$ cat src/rtl/switch_v2_top.sv
// switch_v2_top
// Single-ingress packet switch with NUM_OF_PORTS egress FIFOs and an
// integrated register file.
//
// Packet format on data_in: DA, SA, LEN, then LEN payload words. The route
// mask is computed from DA against PORT_ADDR[i]. With CTRL.bcast_en set,
// BCAST_ADDR selects every port. The mask is latched on the DA transfer and
// held for the rest of the packet. Every transferred word is pushed into all
// masked FIFOs in the same cycle. A packet whose mask is zero is consumed
// without writes, and DROP_CNT counts it.
//
// Handshake: a word transfers in a cycle where sw_enable_in && in_ready.
// in_ready is combinational and never depends on sw_enable_in. A FIFO pops
// in a cycle where port_read[i] && port_ready[i].
//
// Ports:
//   clk, rst_n          clock, asynchronous active-low reset
//   sw_enable_in        ingress word valid
//   data_in             ingress word
//   in_ready            switch can accept data_in this cycle
//   port_read           per-port pop request
//   port_out            per-port FIFO head, port i at [i*WORD_WIDTH +: WORD_WIDTH]
//   port_ready          per-port FIFO not empty
//   mem_sel_en          register access strobe
//   mem_wr_rd_s         1 = write, 0 = read
//   mem_addr            register address
//   mem_wr_data         write data
//   mem_rd_data         registered read data, valid while mem_ack=1
//   mem_ack             one-cycle acknowledge, the cycle after the strobe
//   dbg_state           current packet FSM state (0=DA,1=SA,2=LEN,3=PAY)
module switch_v2_top #(
    parameter int NUM_OF_PORTS = 4,
    parameter int FIFO_DEPTH   = 16,
    parameter int WORD_WIDTH   = 8,
    parameter logic [WORD_WIDTH-1:0] BCAST_ADDR = {WORD_WIDTH{1'b1}}
) (
    input  logic                               clk,
    input  logic                               rst_n,
    input  logic                               sw_enable_in,
    input  logic [WORD_WIDTH-1:0]              data_in,
    output logic                               in_ready,
    input  logic [NUM_OF_PORTS-1:0]            port_read,
    output logic [NUM_OF_PORTS*WORD_WIDTH-1:0] port_out,
    output logic [NUM_OF_PORTS-1:0]            port_ready,
    input  logic                               mem_sel_en,
    input  logic                               mem_wr_rd_s,
    input  logic [WORD_WIDTH-1:0]              mem_addr,
    input  logic [WORD_WIDTH-1:0]              mem_wr_data,
    output logic [WORD_WIDTH-1:0]              mem_rd_data,
    output logic                               mem_ack,
    output logic [1:0]                         dbg_state
);

    localparam int PTR_W = $clog2(FIFO_DEPTH);
    localparam int CNT_W = PTR_W + 1;
    localparam logic [WORD_WIDTH-1:0] CTRL_ADDR = WORD_WIDTH'(NUM_OF_PORTS);
    localparam logic [WORD_WIDTH-1:0] DROP_ADDR = WORD_WIDTH'(NUM_OF_PORTS + 1);
    localparam logic [CNT_W-1:0]      FULL_CNT  = CNT_W'(FIFO_DEPTH);

    typedef enum logic [1:0] {S_DA = 2'd0, S_SA = 2'd1, S_LEN = 2'd2, S_PAY = 2'd3} state_e;

    // Packet FSM
    state_e                  state_q, state_d;
    logic [WORD_WIDTH-1:0]   len_q, len_d;
    logic [NUM_OF_PORTS-1:0] mask_q, mask_d;

    // Register file
    logic [WORD_WIDTH-1:0]   port_addr_q [NUM_OF_PORTS];
    logic [WORD_WIDTH-1:0]   port_addr_d [NUM_OF_PORTS];
    logic                    bcast_en_q, bcast_en_d;
    logic [WORD_WIDTH-1:0]   drop_cnt_q, drop_cnt_d;
    logic                    ack_q, ack_d;
    logic [WORD_WIDTH-1:0]   rd_data_q, rd_data_d;
    logic [WORD_WIDTH-1:0]   reg_rd_val;

    // Egress FIFOs
    logic [PTR_W-1:0]        wr_ptr_q [NUM_OF_PORTS];
    logic [PTR_W-1:0]        wr_ptr_d [NUM_OF_PORTS];
    logic [PTR_W-1:0]        rd_ptr_q [NUM_OF_PORTS];
    logic [PTR_W-1:0]        rd_ptr_d [NUM_OF_PORTS];
    logic [CNT_W-1:0]        cnt_q    [NUM_OF_PORTS];
    logic [CNT_W-1:0]        cnt_d    [NUM_OF_PORTS];
    logic [WORD_WIDTH-1:0]   fifo_mem_q [NUM_OF_PORTS][FIFO_DEPTH];

    logic [NUM_OF_PORTS-1:0] da_mask;
    logic [NUM_OF_PORTS-1:0] active_mask;
    logic [NUM_OF_PORTS-1:0] full;
    logic [NUM_OF_PORTS-1:0] empty;
    logic [NUM_OF_PORTS-1:0] push;
    logic [NUM_OF_PORTS-1:0] pop;
    logic                    xfer;
    logic                    drop_inc;

    // Route mask for the word currently on data_in, treated as a DA.
    always_comb begin
        da_mask = '0;
        for (int i = 0; i < NUM_OF_PORTS; i++) begin
            da_mask[i] = (data_in == port_addr_q[i]);
        end
        if (bcast_en_q && (data_in == BCAST_ADDR)) begin
            da_mask = '1;
        end
    end

    always_comb begin
        for (int i = 0; i < NUM_OF_PORTS; i++) begin
            full[i]  = (cnt_q[i] == FULL_CNT);
            empty[i] = (cnt_q[i] == '0);
        end
    end

    // A zero mask leaves in_ready high, so unmatched packets drain freely.
    // A full FIFO blocks ingress even if it pops in the same cycle.
    assign in_ready = &(~(active_mask & full));
    assign xfer     = sw_enable_in & in_ready;
    assign push     = xfer ? active_mask : '0;
    assign pop      = port_read & ~empty;

    // FSM: state register
    always_ff @(posedge clk or negedge rst_n) begin
        if (!rst_n) begin
            state_q <= S_DA;
            len_q   <= '0;
            mask_q  <= '0;
        end else begin
            state_q <= state_d;
            len_q   <= len_d;
            mask_q  <= mask_d;
        end
    end

    // FSM: next state, advancing only on a transfer
    always_comb begin
        state_d = state_q;
        len_d   = len_q;
        mask_d  = mask_q;
        if (xfer) begin
            case (state_q)
                S_DA: begin
                    mask_d  = da_mask;
                    state_d = S_SA;
                end
                S_SA: state_d = S_LEN;
                S_LEN: begin
                    len_d   = data_in;
                    state_d = (data_in == '0) ? S_DA : S_PAY;
                end
                S_PAY: begin
                    len_d = len_q - 1'b1;
                    if (len_q == WORD_WIDTH'(1)) begin
                        state_d = S_DA;
                    end
                end
                default: state_d = S_DA;
            endcase
        end
    end

    // FSM: outputs. During DA the live mask applies, afterwards the latched one.
    always_comb begin
        active_mask = (state_q == S_DA) ? da_mask : mask_q;
        drop_inc    = (state_q == S_DA) && xfer && (da_mask == '0);
        dbg_state   = state_q;
    end

    // Register file
    always_comb begin
        reg_rd_val = '0;
        for (int i = 0; i < NUM_OF_PORTS; i++) begin
            if (mem_addr == WORD_WIDTH'(i)) begin
                reg_rd_val = port_addr_q[i];
            end
        end
        if (mem_addr == CTRL_ADDR) begin
            reg_rd_val = {{(WORD_WIDTH-1){1'b0}}, bcast_en_q};
        end
        if (mem_addr == DROP_ADDR) begin
            reg_rd_val = drop_cnt_q;
        end
    end

    always_comb begin
        port_addr_d = port_addr_q;
        bcast_en_d  = bcast_en_q;
        drop_cnt_d  = drop_cnt_q;
        ack_d       = mem_sel_en;
        rd_data_d   = rd_data_q;
        if (mem_sel_en) begin
            if (mem_wr_rd_s) begin
                for (int i = 0; i < NUM_OF_PORTS; i++) begin
                    if (mem_addr == WORD_WIDTH'(i)) begin
                        port_addr_d[i] = mem_wr_data;
                    end
                end
                if (mem_addr == CTRL_ADDR) begin
                    bcast_en_d = mem_wr_data[0];
                end
                if (mem_addr == DROP_ADDR) begin
                    drop_cnt_d = '0;
                end
            end else begin
                rd_data_d = reg_rd_val;
            end
        end
        // The increment is applied after any clear, so a colliding clear gives 1.
        if (drop_inc && (drop_cnt_d != '1)) begin
            drop_cnt_d = drop_cnt_d + 1'b1;
        end
    end

    always_ff @(posedge clk or negedge rst_n) begin
        if (!rst_n) begin
            for (int i = 0; i < NUM_OF_PORTS; i++) begin
                port_addr_q[i] <= WORD_WIDTH'(i);
            end
            bcast_en_q <= 1'b0;
            drop_cnt_q <= '0;
            ack_q      <= 1'b0;
            rd_data_q  <= '0;
        end else begin
            port_addr_q <= port_addr_d;
            bcast_en_q  <= bcast_en_d;
            drop_cnt_q  <= drop_cnt_d;
            ack_q       <= ack_d;
            rd_data_q   <= rd_data_d;
        end
    end

    assign mem_ack     = ack_q;
    assign mem_rd_data = rd_data_q;

    // Egress FIFO bookkeeping
    always_comb begin
        for (int i = 0; i < NUM_OF_PORTS; i++) begin
            wr_ptr_d[i] = push[i] ? wr_ptr_q[i] + PTR_W'(1) : wr_ptr_q[i];
            rd_ptr_d[i] = pop[i]  ? rd_ptr_q[i] + PTR_W'(1) : rd_ptr_q[i];
            case ({push[i], pop[i]})
                2'b10:   cnt_d[i] = cnt_q[i] + CNT_W'(1);
                2'b01:   cnt_d[i] = cnt_q[i] - CNT_W'(1);
                default: cnt_d[i] = cnt_q[i];
            endcase
        end
    end

    always_ff @(posedge clk or negedge rst_n) begin
        if (!rst_n) begin
            for (int i = 0; i < NUM_OF_PORTS; i++) begin
                wr_ptr_q[i] <= '0;
                rd_ptr_q[i] <= '0;
                cnt_q[i]    <= '0;
            end
        end else begin
            wr_ptr_q <= wr_ptr_d;
            rd_ptr_q <= rd_ptr_d;
            cnt_q    <= cnt_d;
        end
    end

    // Storage needs no reset: the counters alone define what is visible.
    always_ff @(posedge clk) begin
        for (int i = 0; i < NUM_OF_PORTS; i++) begin
            if (push[i]) begin
                fifo_mem_q[i][wr_ptr_q[i]] <= data_in;
            end
        end
    end

    // First-word-fall-through head, forced to zero while empty.
    always_comb begin
        port_out = '0;
        for (int i = 0; i < NUM_OF_PORTS; i++) begin
            port_out[i*WORD_WIDTH +: WORD_WIDTH] = empty[i] ? '0 : fifo_mem_q[i][rd_ptr_q[i]];
        end
    end

    assign port_ready = ~empty;

endmodule

$ cat config.mk
export PLATFORM = sky130hd
export DESIGN_NAME = switch_v2_top
export DESIGN_NICKNAME = d
export VERILOG_FILES = /design/src/rtl/switch_v2_top.sv
export SDC_FILE = /design/constraint.sdc
export NUM_CORES = 1
export LEC_CHECK = 0
export BUFFER_PORTS_ARGS = -buffer_cell sky130_fd_sc_hd__buf_2
export CAP_MARGIN = 25
export CELL_PAD_IN_SITES_DETAIL_PLACEMENT = 1
export CELL_PAD_IN_SITES_GLOBAL_PLACEMENT = 1
export CORE_MARGIN = 2
export CORE_UTILIZATION = 49
export DETAILED_ROUTE_END_ITERATION = 8
export PLACE_DENSITY = 0.84
export SYNTH_ARGS = -nofsm -noshare
export SYNTH_HDL_FRONTEND = slang
export SYNTH_SLANG_ARGS = --single-unit
$ cat constraint.sdc
create_clock -name clk -period 4.04 [get_ports clk]
set_clock_uncertainty 0.15 [all_clocks]
set_input_delay 0.202 -clock clk [delete_from_list [all_inputs] [get_ports clk]]
set_output_delay 0.202 -clock clk [all_outputs]
set_load 0.05 [all_outputs]
==> results of run 1 <==
[cells by family after synthesis]
logic type / Yosys count
AOI/OAI and AO/OA: 103
xor gates and xnor gates: 84
adders and majority gates: 40
buffers and inverters: 110
DFF: 628
muxes: 219
and+or+nand+nor: 282
[per-stage QoR]
| step | setup WS [ns] | cell area, um2 | hold slack [ns] |
|---|---|---|---|
| after floorplan | 0.0227 | 26500 | -0.244 |
| after global placement | 0.258 | 27900 | 0.240 |
| after detailed placement | 0.0428 | 27900 | 0.246 |
| after CTS | 0.0601 | 30200 | 0.00647 |
| after global routing | -0.0180 | 30300 | 0.00105 |
| final | 0.192 | 30300 | -0.0435 |
[area by class of cell]
class / instances / area, um2 / share of cell area
Antenna cell: 1 / 2.50 / 0.0000827
Clock buffer: 86 / 1820 / 0.0601
Clock inverter: 32 / 320 / 0.0106
Inverter: 29 / 109 / 0.00360
Multi-Input combinational cell: 728 / 7780 / 0.257
Sequential cell: 628 / 18300 / 0.604
Tap cell: 696 / 871 / 0.0288
Timing Repair Buffer: 157 / 1070 / 0.0354
[layer usage]
metal | part of all wire | vias to the layer above
met5 | 0.00042 | -
met4 | 0.024 | 4
li1 | - | 6074
met2 | 0.51 | 533
met1 | 0.40 | 7578
met3 | 0.064 | 121
[Yosys cell counts, types with 13 or more instances]
cell / count
edfxtp_1: 512
nand4_1: 13
clkbuf_1: 47
nor2_1: 33
o21ai_0: 29
a21oi_1: 18
dfrtp_1: 112
xnor2_1: 55
nand2_1: 54
xor2_1: 28
nand3_1: 16
inv_1: 29
nor2b_1: 60
mux2_2: 45
and3_1: 51
ha_1: 39
buf_1: 21
mux4_2: 162
[state kept, by name (all words and copies together), names as in the netlist]
| signal | count |
|---|---|
| drop_cnt_q | 8 |
| len_q | 8 |
| wr_ptr_q | 16 |
| mem_rd_data | 8 |
| bcast_en_q | 1 |
| cnt_q | 20 |
| rd_ptr_q | 16 |
| port_addr_q | 32 |
| fifo_mem_q | 512 |
| mask_q | 4 |
| mem_ack | 1 |
| dbg_state | 2 |
[cell usage in the layout, fill, tap and decap left out, types with 7 or more instances in the layout]
master,n
edfxtp_1,512
mux4_2,162
dfrtp_1,108
buf_2,78
clkbuf_16,67
nor2b_1,60
buf_4,58
xnor2_1,55
nand2_1,54
and3_1,51
mux2_2,45
ha_1,37
nor2_1,33
inv_1,29
xor2_1,28
o21ai_0,26
a21oi_1,18
dlygate4sd3_1,17
nand3_1,16
clkinv_2,15
nand4_1,13
or4_1,12
clkbuf_1,12
a31oi_1,11
a22oi_1,10
nor3_1,8
and2_1,8
mux2_1,8
a221oi_1,7
clkbuf_8,7
[worst register-to-register path, cell delays in order, from the launching register on]
cell	delay, ns
dfstp_2	0.55
xor2_1	0.18
nor4_2	0.06
a41o_1	0.28
o2111ai_1	0.17
o221ai_2	0.16
buf_4	0.17
nor3_2	0.23
inv_1	0.13
ha_1	0.32
fa_1	0.45
a21o_1	0.18
a21oi_1	0.19
xor2_1	0.25
nor2_1	0.10
xor2_1	0.17
[power groups by stage]
stage / clock network, mW / logic, mW / registers, mW
after floorplan: 0 / 5.61 / 8.00
after global placement: 0 / 6.81 / 8.52
after detailed placement: 0 / 7.11 / 8.59
after CTS: 6.11 / 7.26 / 8.47
after global routing: 6.34 / 7.66 / 8.57
final: 6.02 / 7.22 / 8.46
[final timing paths]
path / startpoint / end / slack (ns) / cells after the start
max: port_addr_q[16] / cnt_q[19] / 0.19 / 15
min: rst_n / drop_cnt_q[2] / -0.04 / 2
max reg2reg: port_addr_q[16] / cnt_q[19] / 0.19 / 15
min reg2reg: mem_rd_data[0] / mem_rd_data[0] / 0.34 / 2
max in group asynchronous: rst_n / rd_ptr_q[12] / 2.75 / 4
min in group clk: mem_addr[6] / mem_rd_data[7] / 0.03 / 5
[repair_timing]
item,CTS,global route
setup endpoints to repair,2,2
gates resized for setup,1,8
hold endpoints to repair,115,0
setup buffers,0,1
hold buffers,17,0
pin swaps,0,0
==> out/results.ini, run 1 <==
[run]
drv_cap=0

[power]
pwr-share-clk=0.277
p_sw_mw=7.49
combinationalPowerShare=0.333
seqPwrFrac=0.390
power_density_nw_per_um2=717
p_leak_nw=10.7
netSwitchingFraction=0.345
ir_drop_mv=0.482
p_total_mw=21.7
internal-power_mw=14.2

[grt]
grt_use_total=0.235
overflow=0
grt_pass1_vias=15400
use_met2=0.394
met3_usage=0.0422
gr-usage-met1=0.318
busiest_layer=met2
antenna_found_initial=5
grt_start_max_net_pins=78
grt_pass1_wl_um=98100

[routing]
vias_per_cell=6.07
first_iter_violations=1256
route.detailed.wl_per_inst_um=27.4
antenna_left=0
wirelength_um=64600
drtPass1Iterations=5
drc=0
vias=14300

[setup_path]
cp.required_ns=4.36
startpoint_type=flip-flop
path_common_cell=xor2_1
crit_arrival_ns=4.17
slowest_stage=dfstp_2
path_buf_inv=2
crit_chain=xor2_1, nor4_2, a41o_1, o2111ai_1, o221ai_2, buf_4, nor3_2, inv_1, ha_1, fa_1, a21o_1, a21oi_1, xor2_1, nor2_1, xor2_1
slowest_delay_ns=0.55
path_max_fanout=5
critPathTopFamily=compound AO/OA/AOI/OAI gates
cp-end-kind=flip-flop
crit_type=flip-flop to flip-flop

[synthesis]
yosysTopAreaCell=edfxtp_1
ys.flop_type=edfxtp_1
synth-compound-area-share=0.0248
netlist_area_um2=26500
yosysSeqAreaShare=0.690
synthXorXnorAreaFrac=0.0281
ys_ff_latch=628
synth_edf_count=512
ys_types=58
synth-simple-area-share=0.0586
async_flop_share=0.185
synth_mux_area_frac=0.162
synthTopCellsByArea=edfxtp_1, mux4_2, dfrtp_1
syn_avg_cell_area_um2=18.1
syn_inst=1466
yosysWarningCount=0
synth_nets=1539
synthAdderAreaFrac=0.0192
synth_top_family_by_area=multiplexers
yosysTopAreaCellShare=0.580

[placed_design]
portBuffers=80
place_inst=2219
place.gp.congestion=0.819
hpwl_um=41500

[sta]
final_max_slew_viol_count=0
relSlewSlack=0.395
min_period_ns=3.85
finalSetupTns_ns=0
finalCritPeriodShare=0.952
worstMarginPinSlew_ns=0.906
hold_violations=32
max_freq_ghz=0.260
setup_viol=0
fin_hold_ws_ns=-0.0435

[clock_tree]
cts_tree=done
cts_root_buffer=clkbuf_16
cts_made_buffers=66
clock_latency_ns=0.60
path_clk_slew_ns=0.07
h-tree-depth=3
clock_path_buffers=3
cts.sinks=628

[cells_and_area]
final_core_util=0.565
final_cells=2357
nFillCells=4822
drive_above_1_share=0.283
area_growth_pct=14.2
nNetsFinal=1683

[floorplan]
dieArea_um2=55900
start_util=0.494
fp.dieW_um=237
fp.dieH_um=237
fp-row-count=85
core_area_um2=53600
ios=81

[hold_path]
hp-class=input pin to asynchronous set/reset pin

[run_status]
status=finished, violations left
violations=hold timing

No activity file was read; power rests on OpenSTA's default activity.
==> run 2, diff against run 1 <==
- CORE_MARGIN: 2 -> 3
- CORE_UTILIZATION: 49 -> 40
- PLACE_DENSITY: 0.84 -> 0.72
==> out/results.ini, run 2 (synthesis gave the netlist of run 1 again) <==
[setup_path]
path_buf_inv=4  ; was 2
slowest_stage=dlygate4sd3_1  ; was dfstp_2
startpoint_type=input pin  ; was flip-flop
critPathTopFamily=buffers and inverters  ; was compound AO/OA/AOI/OAI gates
path_common_cell=xor2_1  ; unchanged
crit_chain=dlygate4sd3_1, clkbuf_4, xor2_1, nor4_1, a41o_1, o2111ai_1, o221ai_1, buf_4, nor3_2, inv_1, ha_4, xor2_1, ha_1, o21ai_0, a21oi_1, a21oi_1, xor2_1, nor2_1, xor2_1  ; was xor2_1, nor4_2, a41o_1, o2111ai_1, o221ai_2, buf_4, nor3_2, inv_1, ha_1, fa_1, a21o_1, a21oi_1, xor2_1, nor2_1, xor2_1
cp.required_ns=4.39  ; was 4.36 ns
path_max_fanout=11  ; was 5
cp-end-kind=flip-flop  ; unchanged
worstReg2RegStart=port_addr_q[22]  ; was port_addr_q[16]
slowest_delay_ns=0.54  ; was 0.55 ns
crit_arrival_ns=4.13  ; was 4.17 ns
cp-startpoint=data_in[1]  ; was port_addr_q[16]
crit_type=input pin to flip-flop  ; was flip-flop to flip-flop

[cells_and_area]
nFillCells=6146  ; was 4,822
stdcell_area_um2=30500  ; was 30,300 um2
nNetsFinal=1685  ; was 1,683
final_cell_mix=edfxtp_1, mux4_2, dfrtp_1, buf_2, clkbuf_16  ; unchanged
area_growth_pct=15.2  ; was 14.2%
final_common_cell=edfxtp_1  ; unchanged
n_antenna_cell=0  ; was 1
largest_reg_flops=512  ; unchanged
final_core_util=0.470  ; was 0.565
drive_above_1_share=0.276  ; was 0.283

[power]
p_sw_mw=7.33  ; was 7.49 mW
p_leak_nw=10.7  ; about the same
netSwitchingFraction=0.340  ; was 0.345
internal-power_mw=14.2  ; about the same
ir_drop_mv=0.337  ; was 0.482 mV
power_density_nw_per_um2=707  ; was 717 nW/um2
combinationalPowerShare=0.330  ; was 0.333
pwr-share-clk=0.281  ; was 0.277
seqPwrFrac=0.389  ; was 0.390

[sta]
hold_violations=0  ; was 32
finalSetupTns_ns=0  ; unchanged
fin_hold_ws_ns=0.0425  ; was -0.0435 ns
max_freq_ghz=0.265  ; was 0.260 GHz
min_period_ns=3.78  ; was 3.85 ns
worstMarginPinSlew_ns=0.797  ; was 0.906 ns
relSlewSlack=0.467  ; was 0.395
finalCritPeriodShare=0.935  ; was 0.952
layout_setup_ws_ns=0.262  ; was 0.192 ns
rsz0062_at_grt=no
final_max_slew_viol_count=0  ; unchanged
setup_viol=0  ; unchanged

[routing]
vias_per_cell=5.50  ; was 6.07
first_iter_violations=863  ; was 1,256
drtPass1Iterations=5  ; unchanged
vias=13900  ; was 14,300
antenna_left=0  ; unchanged
drc=0  ; unchanged
route.detailed.wl_per_inst_um=24.3  ; was 27.4 um
wirelength_um=61400  ; was 64,600 um

[clock_tree]
h-tree-depth=3  ; unchanged
clock_latency_ns=0.59  ; was 0.60 ns
cts.sinks=628  ; unchanged
cts_setup_buffers=0  ; unchanged
cts_tree=done  ; unchanged
cts_root_buffer=clkbuf_16  ; unchanged
clock_path_buffers=3  ; unchanged
path_clk_slew_ns=0.06  ; was 0.07 ns
cts_made_buffers=68  ; was 66

[floorplan]
fp.dieW_um=263  ; was 237 um
start_util=0.408  ; was 0.494
core_area_um2=64900  ; was 53,600 um2
ios=81  ; unchanged
fp-row-count=93  ; was 85
dieArea_um2=69400  ; was 55,900 um2
fp.dieH_um=263  ; was 237 um

[grt]
grt_start_max_net_pins=74  ; was 78
grt_pass1_wl_um=95800  ; was 98,100 um
grt_use_total=0.180  ; was 0.235
overflow=0  ; unchanged
antenna_found_initial=3  ; was 5
grt_pass1_vias=15200  ; was 15,400

[run_status]
status=complete, no violations  ; was finished, violations left

[hold_path]
min-delay-start=port_read[0]
hp-class=input pin to flip-flop  ; was input pin to asynchronous set/reset pin

[placed_design]
dpl_worst_slack_ns=0.208  ; was 0.0428 ns
place.gp.congestion=0.799  ; was 0.819
hpwl_um=40000  ; was 41,500 um
portBuffers=80  ; unchanged
dpl_cell_area_um2=28100  ; was 27,900 um2

[run]
drv_cap=0  ; unchanged

run 2: cell types whose count changed in the layout (fill, tap and decap cells not counted), sizes merged:
| cell | change |
|---|---|
| clkinv | +5 |
| clkbuf | +3 |
| inv | -2 |
| buf | -5 |
| dlygate4sd3 | +3 |
| clkinvlp | +2 |
| diode | -1 |
run 2: final timing paths:
check                            endpoint  slack, ns  depth (start not counted)
max                             cnt_q[14]       0.26                         19
min reg2reg                mem_rd_data[2]       0.34                          2
min                          rd_ptr_q[14]       0.04                          4
min in group asynchronous   drop_cnt_q[3]       0.09                          2
max in group asynchronous    rd_ptr_q[12]       2.80                          3
max reg2reg                     cnt_q[14]       0.28                         17
run 2: layer usage:
| layer | wire length [um] | GRT usage | vias to the layer above |
|---|---|---|---|
| met5 | 13 | 0 | - |
| met4 | 1120 | 0.0486 | 2 |
| met3 | 3130 | 0.0330 | 64 |
| met2 | 30300 | 0.294 | 333 |
| met1 | 26800 | 0.250 | 7368 |
| li1 | - | - | 6092 |
run 2: metrics by stage:
| step | power (mW) | instances |
|---|---|---|
| after floorplan | 13.6 | 1466 |
| final | 21.6 | 2521 |
| after global placement | 15.5 | 2377 |
| after global routing | 22.7 | 2521 |
| after CTS | 21.8 | 2521 |
| after detailed placement | 15.7 | 2377 |
run 2: power by group through the flow:
| stage | sequential [mW] | combinational [mW] | clock, mW |
|---|---|---|---|
| 2_1_floorplan | 8.00 | 5.61 | 0 |
| 3_3_place_gp | 8.50 | 6.97 | 0 |
| 3_5_place_dp | 8.54 | 7.16 | 0 |
| 4_1_cts | 8.42 | 7.22 | 6.21 |
| 5_1_grt | 8.53 | 7.64 | 6.51 |
| 6_report | 8.40 | 7.11 | 6.06 |
run 2: final cells by class:
type | instances | area [um2] | area share
clock buffer | 87 | 1820 | 0.0595
clock inverter | 37 | 369 | 0.0121
inverter | 29 | 109 | 0.00357
multi-input combinational | 728 | 7780 | 0.255
sequential | 628 | 18300 | 0.599
tap | 855 | 1070 | 0.0351
timing repair buffer | 157 | 1080 | 0.0354
run 2: worst register-to-register path, delay by kind of cell, from the launching register on:
kind	cells	cell delay, ns
AO/OA/AOI/OAI	6	0.99
XOR/XNOR	4	0.73
adder cells (fa/ha/maj)	2	0.48
buffers and inverters	2	0.34
flip-flops	1	0.44
AND/OR/NAND/NOR	3	0.54
run 2: what timing repair did:
action | CTS | global route
hold buffers | 20 | 0
gates resized for setup | 0 | 7
setup endpoints to repair | 0 | 2
endpoints found under the hold margin | 118 | 0
